[src/rtl/uart_rx_fifo_if.sv]
// Bus between the UART receiver/CPU side and the receive FIFO.
// The master modport drives the receiver strobe and the CPU controls. The slave modport is the FIFO.
interface uart_rx_fifo_if #(
  parameter int ADDR_W = 3
);
  logic              rx_done;
  logic [7:0]        rx_data;
  logic              rd_en;
  logic              clr_ovr;
  logic              irq_en;
  logic [7:0]        rd_data;
  logic              empty;
  logic              full;
  logic [ADDR_W:0]   count;
  logic              overrun;
  logic              irq;

  modport master (
    output rx_done, rx_data, rd_en, clr_ovr, irq_en,
    input  rd_data, empty, full, count, overrun, irq
  );

  modport slave (
    input  rx_done, rx_data, rd_en, clr_ovr, irq_en,
    output rd_data, empty, full, count, overrun, irq
  );
endinterface

[src/rtl/uart_rx_fifo.sv]
// Receive-side FIFO that turns each UART byte-complete level into exactly one push.
// It presents the head byte, FIFO status, a sticky overrun flag and a level interrupt to the CPU bus.
module uart_rx_fifo #(
  parameter int DEPTH  = 8,
  parameter int ADDR_W = 3
) (
  input  logic            sysclk,
  input  logic            reset,
  uart_rx_fifo_if.slave   bus
);

  localparam logic [ADDR_W:0] CNT_FULL = (ADDR_W+1)'(DEPTH);

  logic [7:0]        mem [DEPTH];
  logic [ADDR_W-1:0] wr_ptr;
  logic [ADDR_W-1:0] rd_ptr;
  logic [ADDR_W:0]   count_q;
  logic              s1, s2, s3;
  logic              overrun_q;

  logic push, pop, wr_ok, fifo_empty, fifo_full;

  // s1/s2 resynchronise rx_done, and s3 is only for edge detection.
  assign push       = s2 & ~s3;
  assign fifo_empty = (count_q == '0);
  assign fifo_full  = (count_q == CNT_FULL);
  assign pop        = bus.rd_en & ~fifo_empty;
  // A pop on a full FIFO frees the slot the coincident push needs.
  assign wr_ok      = push & (~fifo_full | bus.rd_en);

  always_ff @(posedge sysclk or negedge reset) begin
    if (!reset) begin
      s1        <= 1'b0;
      s2        <= 1'b0;
      s3        <= 1'b0;
      wr_ptr    <= '0;
      rd_ptr    <= '0;
      count_q   <= '0;
      overrun_q <= 1'b0;
    end else begin
      s1 <= bus.rx_done;
      s2 <= s1;
      s3 <= s2;
      if (wr_ok) wr_ptr <= wr_ptr + 1'b1;
      if (pop)   rd_ptr <= rd_ptr + 1'b1;
      if (wr_ok && !pop)      count_q <= count_q + 1'b1;
      else if (pop && !wr_ok) count_q <= count_q - 1'b1;
      if (push && fifo_full && !bus.rd_en) overrun_q <= 1'b1;
      else if (bus.clr_ovr)                overrun_q <= 1'b0;
    end
  end

  always_ff @(posedge sysclk) begin
    if (wr_ok) mem[wr_ptr] <= bus.rx_data;
  end

  assign bus.rd_data = fifo_empty ? 8'h00 : mem[rd_ptr];
  assign bus.empty   = fifo_empty;
  assign bus.full    = fifo_full;
  assign bus.count   = count_q;
  assign bus.overrun = overrun_q;
  assign bus.irq     = bus.irq_en & ~fifo_empty;

endmodule

[src/flat_wrapper.sv]
// flat-port wrapper written by rule: the top's interface ports become plain ports
module uart_rx_fifo_flat 
#(
  parameter int DEPTH  = 8,
  parameter int ADDR_W = 3
)
  (sysclk, reset, bus_rx_done, bus_rx_data, bus_rd_en, bus_clr_ovr, bus_irq_en, bus_rd_data, bus_empty, bus_full, bus_count, bus_overrun, bus_irq);
  uart_rx_fifo_if #(.ADDR_W(ADDR_W)) bus_i ();
  input  logic sysclk;
  input  logic reset;
  input wire logic [$bits(bus_i.rx_done)-1:0] bus_rx_done;
  input wire logic [$bits(bus_i.rx_data)-1:0] bus_rx_data;
  input wire logic [$bits(bus_i.rd_en)-1:0] bus_rd_en;
  input wire logic [$bits(bus_i.clr_ovr)-1:0] bus_clr_ovr;
  input wire logic [$bits(bus_i.irq_en)-1:0] bus_irq_en;
  output wire logic [$bits(bus_i.rd_data)-1:0] bus_rd_data;
  output wire logic [$bits(bus_i.empty)-1:0] bus_empty;
  output wire logic [$bits(bus_i.full)-1:0] bus_full;
  output wire logic [$bits(bus_i.count)-1:0] bus_count;
  output wire logic [$bits(bus_i.overrun)-1:0] bus_overrun;
  output wire logic [$bits(bus_i.irq)-1:0] bus_irq;
  assign bus_i.rx_done = bus_rx_done;
  assign bus_i.rx_data = bus_rx_data;
  assign bus_i.rd_en = bus_rd_en;
  assign bus_i.clr_ovr = bus_clr_ovr;
  assign bus_i.irq_en = bus_irq_en;
  assign bus_rd_data = bus_i.rd_data;
  assign bus_empty = bus_i.empty;
  assign bus_full = bus_i.full;
  assign bus_count = bus_i.count;
  assign bus_overrun = bus_i.overrun;
  assign bus_irq = bus_i.irq;
  uart_rx_fifo #(.DEPTH(DEPTH), .ADDR_W(ADDR_W)) u_core (.sysclk(sysclk), .reset(reset), .bus(bus_i));
endmodule
[config.mk]
export PLATFORM = sky130hd
export DESIGN_NAME = uart_rx_fifo_flat
export DESIGN_NICKNAME = d
export VERILOG_FILES = /design/src/rtl/uart_rx_fifo_if.sv /design/src/rtl/uart_rx_fifo.sv /design/src/flat_wrapper.sv
export SDC_FILE = /design/constraint.sdc
export NUM_CORES = 1
export LEC_CHECK = 0
export BUFFER_PORTS_ARGS = -buffer_cell sky130_fd_sc_hd__buf_4
export CAP_MARGIN = 20
export CORE_ASPECT_RATIO = 0.5
export CORE_MARGIN = 2
export CORE_UTILIZATION = 25
export DETAILED_ROUTE_END_ITERATION = 10
export PLACE_DENSITY = 0.47
export SETUP_SLACK_MARGIN = 0.3
export SLEW_MARGIN = 10
export SYNTH_ARGS = -nofsm -noshare
export SYNTH_HDL_FRONTEND = slang
export SYNTH_SLANG_ARGS = --single-unit
[constraint.sdc]
create_clock -name sysclk -period 6.13 [get_ports sysclk]
set_clock_uncertainty 0.2 [all_clocks]
set_input_delay 0.9195 -clock sysclk [delete_from_list [all_inputs] [get_ports sysclk]]
set_output_delay 0.9195 -clock sysclk [all_outputs]
set_load 0.005 [all_outputs]
After elaboration in Yosys (flattened, before gate mapping)
Memories as Yosys holds them, arrays and structs flattened.
Index checks and enable logic that the tools add are counted.
- memories: 1
- output and inout port bits: 16
- word-level logic and storage cells: 38
- bits of input ports: 14
- RAM bits: 64
- bits in latches: 0
- memory bits (read-only): 0
- flip-flop bits (word level): 14
- $add $sub $neg: 4
- mux-type cells: 7
- divide/modulo/power cells: 0
- bitwise logic cells: 8
- reductions and logical operators: 10
- shift operators: 0
- multiply operators: 0
- eq/ne operators: 1
- $lt $le $gt $ge: 0
- memory list (name ; words ; width ; read ports ; clocked after memory_dff ; wr ports ; line ; RTL):
    u_core.mem ; 8 ; 8 ; 1 ; 0 ; 1 ; uart_rx_fifo.sv:14 ; logic [7:0] mem [DEPTH];
- operator list (cell ; count):
    two-way mux 4 bit ; 2
    two-way mux 8 bit ; 1
    adder 3 x 1 -> 3 bit, second input constant ; 2
    adder 4 x 1 -> 4 bit, second input constant ; 1
    AND 1 bit ; 4
    equality test 4 bit, second input constant ; 1
    logical AND 1 bit ; 4
    logical NOT 4 bit ; 1
    two-way mux 1 bit ; 4
    nonzero test 2 bit ; 2
    subtractor 4 x 1 -> 4 bit, second input constant ; 1
    logical NOT 1 bit ; 3
    NOT 1 bit ; 3
    bitwise OR 1 bit ; 1

Longest topological paths before layout
Gate-level depths: netlist of run 1.
- depth in word-level cells: 8
- depth in mapped cells: 10
- depth with buffers taken out: 9

Worst setup path after synthesis of run 1
Ideal clock, no wire load.
- path type: flip-flop to flip-flop
- from: register u_core.count_q[0] (netlist: u_core.bus.count[0])
- to: register u_core.count_q[3] (netlist: u_core.bus.count[3])
- stages on the path, launching flop included: 11
- setup time: 0.131 ns
- slack: 3.138 ns
- buffers on the path: 1
- arrival time: 2.661 ns
- required time: 5.799 ns
- path through: dfrtp_1 -> or4b_1 -> buf_2 -> o21ai_4 -> inv_1 -> ha_1 -> inv_1 -> ha_1 -> or4_1 -> o211ai_1 -> o211ai_1
- cells in the longest elaborated chain, start to end: 7
- elaborated cells between the ends (all ways): 16
- classes of those cells: add/sub: 2; eq/ne: 1; mux: 2; bitwise: 5; reduce/logical: 6
- ends and longest elaborated chain (what ; line ; RTL):
    from (decl) ; uart_rx_fifo.sv:17 ; logic [ADDR_W:0] count_q;
    from (signal assigned) ; uart_rx_fifo.sv:46 ; if (wr_ok && !pop) count_q <= count_q + 1'b1;
    from (signal assigned) ; uart_rx_fifo.sv:47 ; else if (pop && !wr_ok) count_q <= count_q - 1'b1;
    equality test 4 bit (*) ; uart_rx_fifo.sv:26 ; assign fifo_full = (count_q == CNT_FULL);
    NOT 1 bit (*) ; uart_rx_fifo.sv:29 ; assign wr_ok = push & (~fifo_full | bus.rd_en);
    bitwise OR 1 bit (*) ; uart_rx_fifo.sv:29 ;
    AND 1 bit (*) ; uart_rx_fifo.sv:29 ;
    via u_core.wr_ok ; uart_rx_fifo.sv:21 ; logic push, pop, wr_ok, fifo_empty, fifo_full;
    logical NOT 1 bit ; uart_rx_fifo.sv:47 ;
    logical AND 1 bit ; uart_rx_fifo.sv:47 ;
    nonzero test 2 bit (no source line) ; -- ;
The timed path passes the listed nets; every way through them passes the cells marked *. The select of a mux whose other input is x is not followed.
A chain may end at the register's enable or synchronous reset.

Worst setup path after layout of run 1
Ends and elaborated chain as after synthesis.

==> impl_metrics.env, run 1 <==
export IMPL_arrival_ns=3.34
export IMPL_cts_buffer_depth=2
export IMPL_die_w_um=163
export IMPL_fin_crit_ns=3.33
export IMPL_critPathMaxFanout=7
export IMPL_ir_worst_vdd_v=0.000173
export IMPL_antenna_found_initial=0
export IMPL_synth_top_area_share_pct=60.5
export IMPL_die_h_um=83.7
export IMPL_postRouteAntennaNets=0
export IMPL_via_count=1657
export IMPL_diodes=0
export IMPL_hold_class="reg2reg"
export IMPL_post_cts_buffers=0
export IMPL_via_per_inst=4.38
export IMPL_gp_congestion=0.764
export IMPL_synth_edff_count=64
export IMPL_initial_core_util_pct=25.4
export IMPL_ys_seq_elements=78
export IMPL_synth_cell_types=34
export IMPL_yosys_warnings=0
export IMPL_pre_cts_slack_ns=2.81
export IMPL_grt_pass1_wl_mm=10.3
export IMPL_rows=29
export IMPL_wl_per_cell_um=16.8
export IMPL_yosysMostFrequentCell="edfxtp_1"
export IMPL_cts_buffers=9
export IMPL_cts_tree="done"
export IMPL_grt_max_degree=19
export IMPL_synth_ff_type="edfxtp_1"
export IMPL_nets=223
export IMPL_worstSetupEndpointType="flop"
export IMPL_htreeDepth=3
export IMPL_syn_nets=188
export IMPL_dp_hpwl_mm=3.96
export IMPL_grt_pass1_vias=1806
export IMPL_yosys_area_top_type="edfxtp_1"
export IMPL_slew_viol_final=0
export IMPL_numPortBuffers=29
export IMPL_core_um2=12500
export IMPL_p_per_area_nw_per_um2=469
export IMPL_path_clk_slew_ns=0.06
export IMPL_setup_tns_ns=0
export IMPL_ctsHoldBuffers=0
export IMPL_critPathKind="reg2reg"
export IMPL_ys_seq_area_share_pct=71.6
export IMPL_drc=0
export IMPL_worstSkewPairLatency_ns=0.33
export IMPL_drt_pass1_iter_count=4
export IMPL_power_leakage_nw=1.37
export IMPL_first_iter_violations=132
export IMPL_finalSetupViolCount=0
export IMPL_tightest_slew_ns=1.03
export IMPL_cts_sinks=78
export IMPL_synth_common_cells="edfxtp_1 (64), mux4_2 (16), dfrtp_1 (14)"
export IMPL_grt_ovfl_total=0
export IMPL_routed_wl_mm=6.35
export IMPL_dieArea_um2=13700
export IMPL_track_usage_pct=10.4
export IMPL_cp_start_kind="flop"
export IMPL_worst_slack_ns=2.80
export IMPL_syn_area_um2=3170
export IMPL_drive_above_1_share_pct=34.6
export IMPL_area_growth_pct=23.6
export IMPL_drv_cap=0
export IMPL_synthTopCellsByArea="edfxtp_1 (61%), mux4_2 (11%), dfrtp_1 (11%)"
export IMPL_required_ns=6.14
export IMPL_max_slew_margin_pct=31.2
export IMPL_hold_violations=0
export IMPL_cts_resized=0
export IMPL_syn_inst=168
export IMPL_synthArstFlopShare_pct=17.9
export IMPL_clockRootBuffer="clkbuf_16"
export IMPL_num_io_pins=30
export IMPL_outcome="completed"
export IMPL_min_period_over_period_pct=54.3
export IMPL_fmax_mhz=300
export IMPL_avgSynthCellArea_um2=18.9
export IMPL_rsz0062_at_grt="no"
-- area by class of cell --
cell class	count	area [um2]
tap	170	213
fill	1222	8590
clock inverter	7	95.1
timing repair buffer	31	233
clock buffer	9	225
inverter	5	18.8
sequential	78	2270
multi-input combinational	78	868
-- per-layer routing --
layer	vias to the layer above	share of wire (%)	wire length, um	track usage [%]
met5	-	0	0	0
met4	0	1.4	91	3.06
met3	7	3.9	250	4.02
met2	41	46	2950	15.6
met1	860	48	3060	14.1
li1	749	-	-	-
-- logic make-up (layout without fill, tap and decap cells) --
| logic type | after synthesis | count (layout) | share of synthesized area (%) |
|---|---|---|---|
| muxes | 20 | 20 | 12.8 |
| adders and majority gates | 6 | 6 | 2.60 |
| and+or+nand+nor | 28 | 28 | 4.85 |
| xor gates and xnor gates | 6 | 6 | 1.66 |
| DFF | 78 | 78 | 71.6 |
| AOI/OAI and AO/OA | 18 | 18 | 4.77 |
| buffers and inverters | 12 | 52 | 1.69 |
-- state kept, by name (all words and copies together) (netlist names) --
name,count
u_core.bus.count,4
u_core.bus.overrun,1
u_core.mem,64
u_core.rd_ptr,3
u_core.s1,1
u_core.s2,1
u_core.s3,1
u_core.wr_ptr,3
-- report_power, final --
group / internal (mW) / switching (mW) / total [mW]
registers: 0.645 / 0.0862 / 0.731
clock network: 0.357 / 0.205 / 0.563
logic: 0.304 / 0.244 / 0.548
-- layout by cell type (no fill, tap or decap), types with 2 or more instances in the layout --
| cell | n |
|---|---|
| xnor2_1 | 6 |
| clkbuf_16 | 9 |
| nand2b_1 | 2 |
| dfrtp_1 | 14 |
| inv_1 | 5 |
| o211ai_1 | 4 |
| and2_1 | 2 |
| a22o_1 | 9 |
| nor3_2 | 4 |
| bufinv_16 | 2 |
| a21oi_1 | 2 |
| ha_1 | 5 |
| clkinv_2 | 2 |
| nand3_1 | 3 |
| buf_4 | 31 |
| inv_6 | 2 |
| edfxtp_1 | 64 |
| mux2_2 | 2 |
| nor2_1 | 5 |
| mux4_2 | 16 |
| nand2_1 | 4 |
-- final timing paths --
kind / cells after the start / slack (ns) / from / end
max in group asynchronous: 1 / 5.32 / reset / u_core.rd_ptr[0]
worst max register to register: 9 / 2.80 / u_core.bus.count[0] / u_core.bus.count[3]
worst min register to register: 0 / 0.15 / u_core.s1 / u_core.s2
worst min-delay path: 0 / 0.15 / u_core.s1 / u_core.s2
min in group asynchronous: 1 / 0.23 / reset / u_core.s1
worst max-delay path: 9 / 2.80 / u_core.bus.count[0] / u_core.bus.count[3]
-- worst max-delay path: stages, from the launching register on --
cell and delay (ns):
dfrtp_1 0.47, or4b_1 0.67, o21ai_4 0.32, inv_1 0.08, ha_1 0.27, inv_1 0.15
ha_1 0.31, or4_1 0.51, o211ai_1 0.12, o211ai_1 0.10
-- through the flow --
step	instances	utilization [%]	cell area, um2	hold slack, ns	total power, mW
after floorplan	168	-	3170	0.131	1.08
after global placement	362	28.8	3600	0.139	1.30
after detailed placement	362	28.8	3600	0.138	1.30
after CTS	378	31.4	3930	0.151	1.87
after global routing	378	31.4	3930	0.155	1.95
final	378	31.4	3930	0.148	1.84
(Power assumes the default switching activity.)
==> inputs of run 2 (changes only) <==
--- a/config.mk
+++ b/config.mk
@@ -11,7 +11,7 @@
 export CORE_MARGIN = 2
 export CORE_UTILIZATION = 25
 export DETAILED_ROUTE_END_ITERATION = 10
-export PLACE_DENSITY = 0.47
+export PLACE_DENSITY = 0.49
 export SETUP_SLACK_MARGIN = 0.3
 export SLEW_MARGIN = 10
 export SYNTH_ARGS = -nofsm -noshare
==> constraint.sdc (replaced) <==
create_clock -name sysclk -period 2.7 [get_ports sysclk]
set_clock_uncertainty 0.2 [all_clocks]
set_input_delay 0.405 -clock sysclk [delete_from_list [all_inputs] [get_ports sysclk]]
set_output_delay 0.405 -clock sysclk [all_outputs]
set_load 0.005 [all_outputs]
==> impl_metrics.env, run 2 (synthesis results as in run 1) <==
export IMPL_outcome="completed"
export IMPL_hold_violations=0
export IMPL_arrival_ns=2.04
export IMPL_grt_pass1_wl_mm=9.99
export IMPL_fin_crit_ns=2.65
export IMPL_path_depth=6
export IMPL_worstSkewPairLatency_ns=0.33
export IMPL_cts_buffers=9
export IMPL_min_period_over_period_pct=98.1
export IMPL_diodes=0
export IMPL_combinationalPowerShare_pct=34.7
export IMPL_cts_tree="done"
export IMPL_power_leakage_nw=1.51
export IMPL_via_per_inst=4.29
export IMPL_first_iter_violations=142
export IMPL_die_h_um=83.7
export IMPL_rsz0062_at_grt="yes"
export IMPL_hold_class="in2reg"
export IMPL_crit_buf_inv=3
export IMPL_routed_wl_mm=6.31
export IMPL_p_seq_share_pct=36.9
export IMPL_worst_slack_ns=0.0506
export IMPL_layout_common_cells="edfxtp_1 (64), buf_4 (48), mux4_2 (16), dfrtp_1 (12)"
export IMPL_p_per_area_nw_per_um2=1050
export IMPL_max_slew_margin_pct=68.8
export IMPL_htreeDepth=3
export IMPL_required_ns=2.10
export IMPL_mostFrequentLayoutCell="edfxtp_1"
export IMPL_pre_cts_slack_ns=-0.00993
export IMPL_largest_reg_flops=64
export IMPL_cp_top_family="simple AND/OR/NAND/NOR gates"
export IMPL_regMostFlops="u_core.mem"
export IMPL_cpMostUsedCell="buf_6"
export IMPL_placed_cell_area_um2=3750
export IMPL_grt_pass1_vias=1911
export IMPL_drive_above_1_share_pct=43.8
export IMPL_dp_hpwl_mm=4.04
export IMPL_postRouteAntennaNets=0
export IMPL_ir_worst_vdd_v=0.000540
export IMPL_track_usage_pct=9.94
export IMPL_hold_depth=1
export IMPL_dieArea_um2=13700
export IMPL_p_int_mw=3.17
export IMPL_p_sw_share_pct=28.1
export IMPL_grt_max_degree=19
export IMPL_cp_start_kind="flop"
export IMPL_clockRootBuffer="clkbuf_16"
export IMPL_rows=29
export IMPL_drc=0
export IMPL_slew_viol_final=0
export IMPL_cts_sinks=78
export IMPL_grt_ovfl_total=0
export IMPL_core_um2=12500
export IMPL_nets=250
export IMPL_fmax_mhz=377
export IMPL_worstSetupEndpointType="output pin"
export IMPL_path_clk_slew_ns=0.06
export IMPL_area_growth_pct=32.2
export IMPL_r2r_cells=9
export IMPL_p_clk_share_pct=28.4
export IMPL_numPortBuffers=29
export IMPL_wl_per_cell_um=15.6
export IMPL_drt_pass1_iter_count=4
export IMPL_via_count=1738
export IMPL_cpPeakStageDelay_ns=0.52
export IMPL_num_io_pins=30
export IMPL_cts_buffer_depth=2
export IMPL_critPathKind="reg2out"
export IMPL_tightest_slew_ns=0.469
export IMPL_die_w_um=163
export IMPL_antenna_found_initial=0
export IMPL_hold_ws_ns=0.104
export IMPL_gp_congestion=0.766
export IMPL_drv_cap=0
export IMPL_p_switching_mw=1.24
export IMPL_path_cells="buf_6 > or4_4 > buf_6 > and2_4 > a22o_1 > buf_6"
export IMPL_critPathMaxFanout=8
export IMPL_initial_core_util_pct=25.4
export IMPL_design_area_um2=4200
export IMPL_slowest_stage="or4_4"
export IMPL_finalSetupViolCount=0
export IMPL_fillers=1205
## run 2: path summary, 6_finish.rpt
path                                startpoint  slack [ns]                   to
max                        u_core.bus.count[2]        0.05       bus_rd_data[3]
min                             bus_rx_data[6]        0.10     u_core.mem[1][6]
max reg2reg                u_core.bus.count[2]        0.07  u_core.bus.count[3]
min reg2reg                          u_core.s1        0.16            u_core.s2
max in group asynchronous                reset        1.85     u_core.rd_ptr[1]
min in group asynchronous                reset        0.26     u_core.wr_ptr[0]
## run 2: power by group through the flow
stage / sequential, mW / combinational [mW] / clock, mW
2_1_floorplan: 1.59 / 0.870 / 0
6_report: 1.63 / 1.53 / 1.26
3_5_place_dp: 1.64 / 1.43 / 0
3_3_place_gp: 1.63 / 1.39 / 0
4_1_cts: 1.63 / 1.52 / 1.28
5_1_grt: 1.65 / 1.68 / 1.33
## run 2: through the flow
stage                     utilization [%]  TNS [ns]  std cells  total power, mW
after global routing                 33.5    -0.159        405             4.66
after floorplan                         -    -0.176        168             2.46
after global placement               29.9         0        380             3.02
after detailed placement             29.9  -0.00993        380             3.08
after CTS                            33.1         0        402             4.43
final                                33.5         0        405             4.42
## run 2: timing repair
| action | in CTS | in global routing |
|---|---|---|
| setup buffers | 4 | 3 |
| hold endpoints to repair | 15 | 0 |
| pin swaps | 6 | 8 |
| resized for setup | 12 | 7 |
| hold buffers | 2 | 0 |
| endpoints found under the setup margin | 12 | 12 |
## run 2: area by class of cell
class	instances	area, um2	share of cell area [%]
Sequential cell	78	2270	54.2
Timing Repair Buffer	58	479	11.4
Tap cell	170	213	5.07
Inverter	5	21.3	0.507
Multi-Input combinational cell	78	892	21.3
Clock buffer	10	229	5.46
Clock inverter	6	86.3	2.06
## run 2: per-layer routing
| metal | global-route usage, % | vias up | part of all wire, % |
|---|---|---|---|
| li1 | - | 799 | - |
| met1 | 12.7 | 899 | 46 |
| met2 | 16.0 | 32 | 48 |
| met3 | 3.03 | 8 | 3.6 |
| met4 | 3.62 | 0 | 1.5 |
| met5 | 0 | - | 0 |
==> inputs of run 3 (changes only) <==
--- a/config.mk
+++ b/config.mk
@@ -5,13 +5,13 @@
 export SDC_FILE = /design/constraint.sdc
 export NUM_CORES = 1
 export LEC_CHECK = 0
-export BUFFER_PORTS_ARGS = -buffer_cell sky130_fd_sc_hd__buf_4
 export CAP_MARGIN = 20
 export CORE_ASPECT_RATIO = 0.5
 export CORE_MARGIN = 2
 export CORE_UTILIZATION = 25
 export DETAILED_ROUTE_END_ITERATION = 10
-export PLACE_DENSITY = 0.49
+export DONT_BUFFER_PORTS = 1
+export PLACE_DENSITY = 0.47
 export SETUP_SLACK_MARGIN = 0.3
 export SLEW_MARGIN = 10
 export SYNTH_ARGS = -nofsm -noshare
==> impl_metrics.env, run 3 (synthesis results as in run 1) <==
export IMPL_min_period_over_period_pct=97.6
export IMPL_rows=29
export IMPL_pre_cts_slack_ns=-0.0627
export IMPL_hold_ws_ns=0.0425
export IMPL_worst_slack_ns=0.0661
export IMPL_wl_per_cell_um=16.6
export IMPL_fillers=1222
export IMPL_grt_use_met2_pct=17.8
export IMPL_ir_worst_vdd_v=0.000515
export IMPL_regMostFlops="u_core.mem"
export IMPL_multiInputGateArea_um2=932
export IMPL_layoutNonFillerInstCount=380
export IMPL_num_io_pins=30
export IMPL_r2r_end="u_core.bus.count[3]"
export IMPL_r2r_cells=9
export IMPL_grt_max_degree=19
export IMPL_clockRootBuffer="clkbuf_16"
export IMPL_arrival_ns=2.03
export IMPL_postRouteAntennaNets=0
export IMPL_cts_tree="done"
export IMPL_first_iter_violations=137
export IMPL_grt_util_met1_pct=11.8
export IMPL_drt_pass1_iter_count=4
export IMPL_gp_congestion=0.749
export IMPL_numPortBuffers=0
export IMPL_reg2reg_slack_ns=0.09
export IMPL_power_leakage_nw=1.37
export IMPL_via_per_inst=4.24
export IMPL_nets=225
export IMPL_hold_path_endpoint="u_core.rd_ptr[2]"
export IMPL_fin_crit_ns=2.63
export IMPL_grt_pass1_wl_mm=10.1
export IMPL_die_h_um=83.7
export IMPL_via_count=1612
export IMPL_finalSetupViolCount=0
export IMPL_hold_depth=2
export IMPL_area_growth_pct=26.8
export IMPL_path_clk_slew_ns=0.06
export IMPL_diodes=0
export IMPL_hp_start="bus_rd_en"
export IMPL_die_w_um=163
export IMPL_p_per_area_nw_per_um2=1020
export IMPL_design_area_um2=4030
export IMPL_cts_buffer_depth=2
export IMPL_dieArea_um2=13700
export IMPL_worstSetupEndpointType="output pin"
export IMPL_antenna_found_initial=0
export IMPL_htreeDepth=3
export IMPL_drv_cap=0
export IMPL_use_met3_pct=2.88
export IMPL_core_um2=12500
export IMPL_cts_buffers=9
export IMPL_drive_above_1_share_pct=35.7
export IMPL_cts_sinks=78
export IMPL_outcome="completed"
export IMPL_initial_core_util_pct=25.4
export IMPL_drc=0
export IMPL_routed_wl_mm=6.31
export IMPL_largest_reg_flops=64
export IMPL_mostFrequentLayoutCell="edfxtp_1"
export IMPL_regArea_um2=2270
export IMPL_layout_common_cells="edfxtp_1 (64), buf_4 (20), mux4_2 (16), dfrtp_1 (13), dlygate4sd3_1 (10)"
export IMPL_busiest_layer="met2"
export IMPL_placed_cell_area_um2=3500
export IMPL_fmax_mhz=380
export IMPL_dp_cells=349
export IMPL_critPathMaxFanout=8
export IMPL_tightest_slew_ns=0.873
export IMPL_hold_violations=0
export IMPL_grt_ovfl_total=0
export IMPL_max_slew_margin_pct=41.8
export IMPL_hold_class="in2reg"
export IMPL_rsz0062_at_grt="yes"
export IMPL_r2r_start="u_core.bus.count[1]"
export IMPL_track_usage_pct=10.2
export IMPL_cp_start_kind="flop"
export IMPL_worstSkewPairLatency_ns=0.32
export IMPL_setup_tns_ns=0
export IMPL_slew_viol_final=0
export IMPL_grt_pass1_vias=1841
export IMPL_dp_hpwl_mm=4.10
export IMPL_required_ns=2.10
export IMPL_critPathKind="reg2out"
==> run 3: changes by cell type in the layout (fill, tap and decap cells not counted), sizes merged <==
cell,previous run,this run
dlygate4sd3,2,10
inv,5,7
clkinv,4,0
buf,56,23
bufinv,2,1
clkinvlp,0,3
==> run 3: worst max path at each step <==
stage	startpoint	end	slack, ns	depth (start not counted)
after CTS	u_core.bus.count[1]	bus_rd_data[7]	0.06	5
final	u_core.bus.count[1]	bus_rd_data[7]	0.07	5
after global placement	u_core.bus.count[0]	u_core.bus.count[3]	0.03	9
after detailed placement	u_core.bus.count[2]	u_core.bus.count[3]	-0.06	9
after floorplan	u_core.bus.count[2]	u_core.bus.count[3]	-0.18	10
after global routing	u_core.bus.count[1]	u_core.bus.count[3]	-0.006	9
==> run 3: repair_timing <==
item,4_1_cts,5_1_grt
hold endpoints to repair,79,0
hold buffers,10,0
gates resized for setup,17,6
pin swaps,10,9
endpoints found under the setup margin,19,11
buffers inserted,3,2
==> run 3: final cells by class <==
| cell class | instances | area share (%) |
|---|---|---|
| clock buffers | 10 | 5.69 |
| clock inverters | 6 | 1.74 |
| multi-input cells | 78 | 23.2 |
| flip-flops and latches | 78 | 56.5 |
| repair buffers | 33 | 7.06 |
| inverters | 5 | 0.591 |
| well taps | 170 | 5.28 |
==> run 3: power breakdown <==
| part | switching [mW] | leakage (nW) | internal, mW |
|---|---|---|---|
| registers | 0.159 | 0.744 | 1.46 |
| logic | 0.609 | 0.486 | 0.703 |
| clock network | 0.466 | 0.136 | 0.722 |
| total | 1.23 | 1.37 | 2.89 |
==> run 3: routing by layer <==
layer,wire [um],vias up
li1,-,754
met2,3290,24
met5,0,-
met3,202,7
met1,2730,827
met4,92,0
==> run 3: worst max-delay path, cell delays in order, from the launching register on <==
cell and delay (ns):
dfrtp_1 0.39, buf_6 0.14, or4_4 0.54, buf_6 0.15
and2_4 0.21, a22o_4 0.28
==> run 3: metrics by stage <==
| step | power (mW) | utilization (%) |
|---|---|---|
| after detailed placement | 2.81 | 28.0 |
| final | 4.12 | 32.2 |
| after floorplan | 2.46 | - |
| after CTS | 4.13 | 31.9 |
| after global routing | 4.36 | 32.2 |
| after global placement | 2.78 | 28.0 |
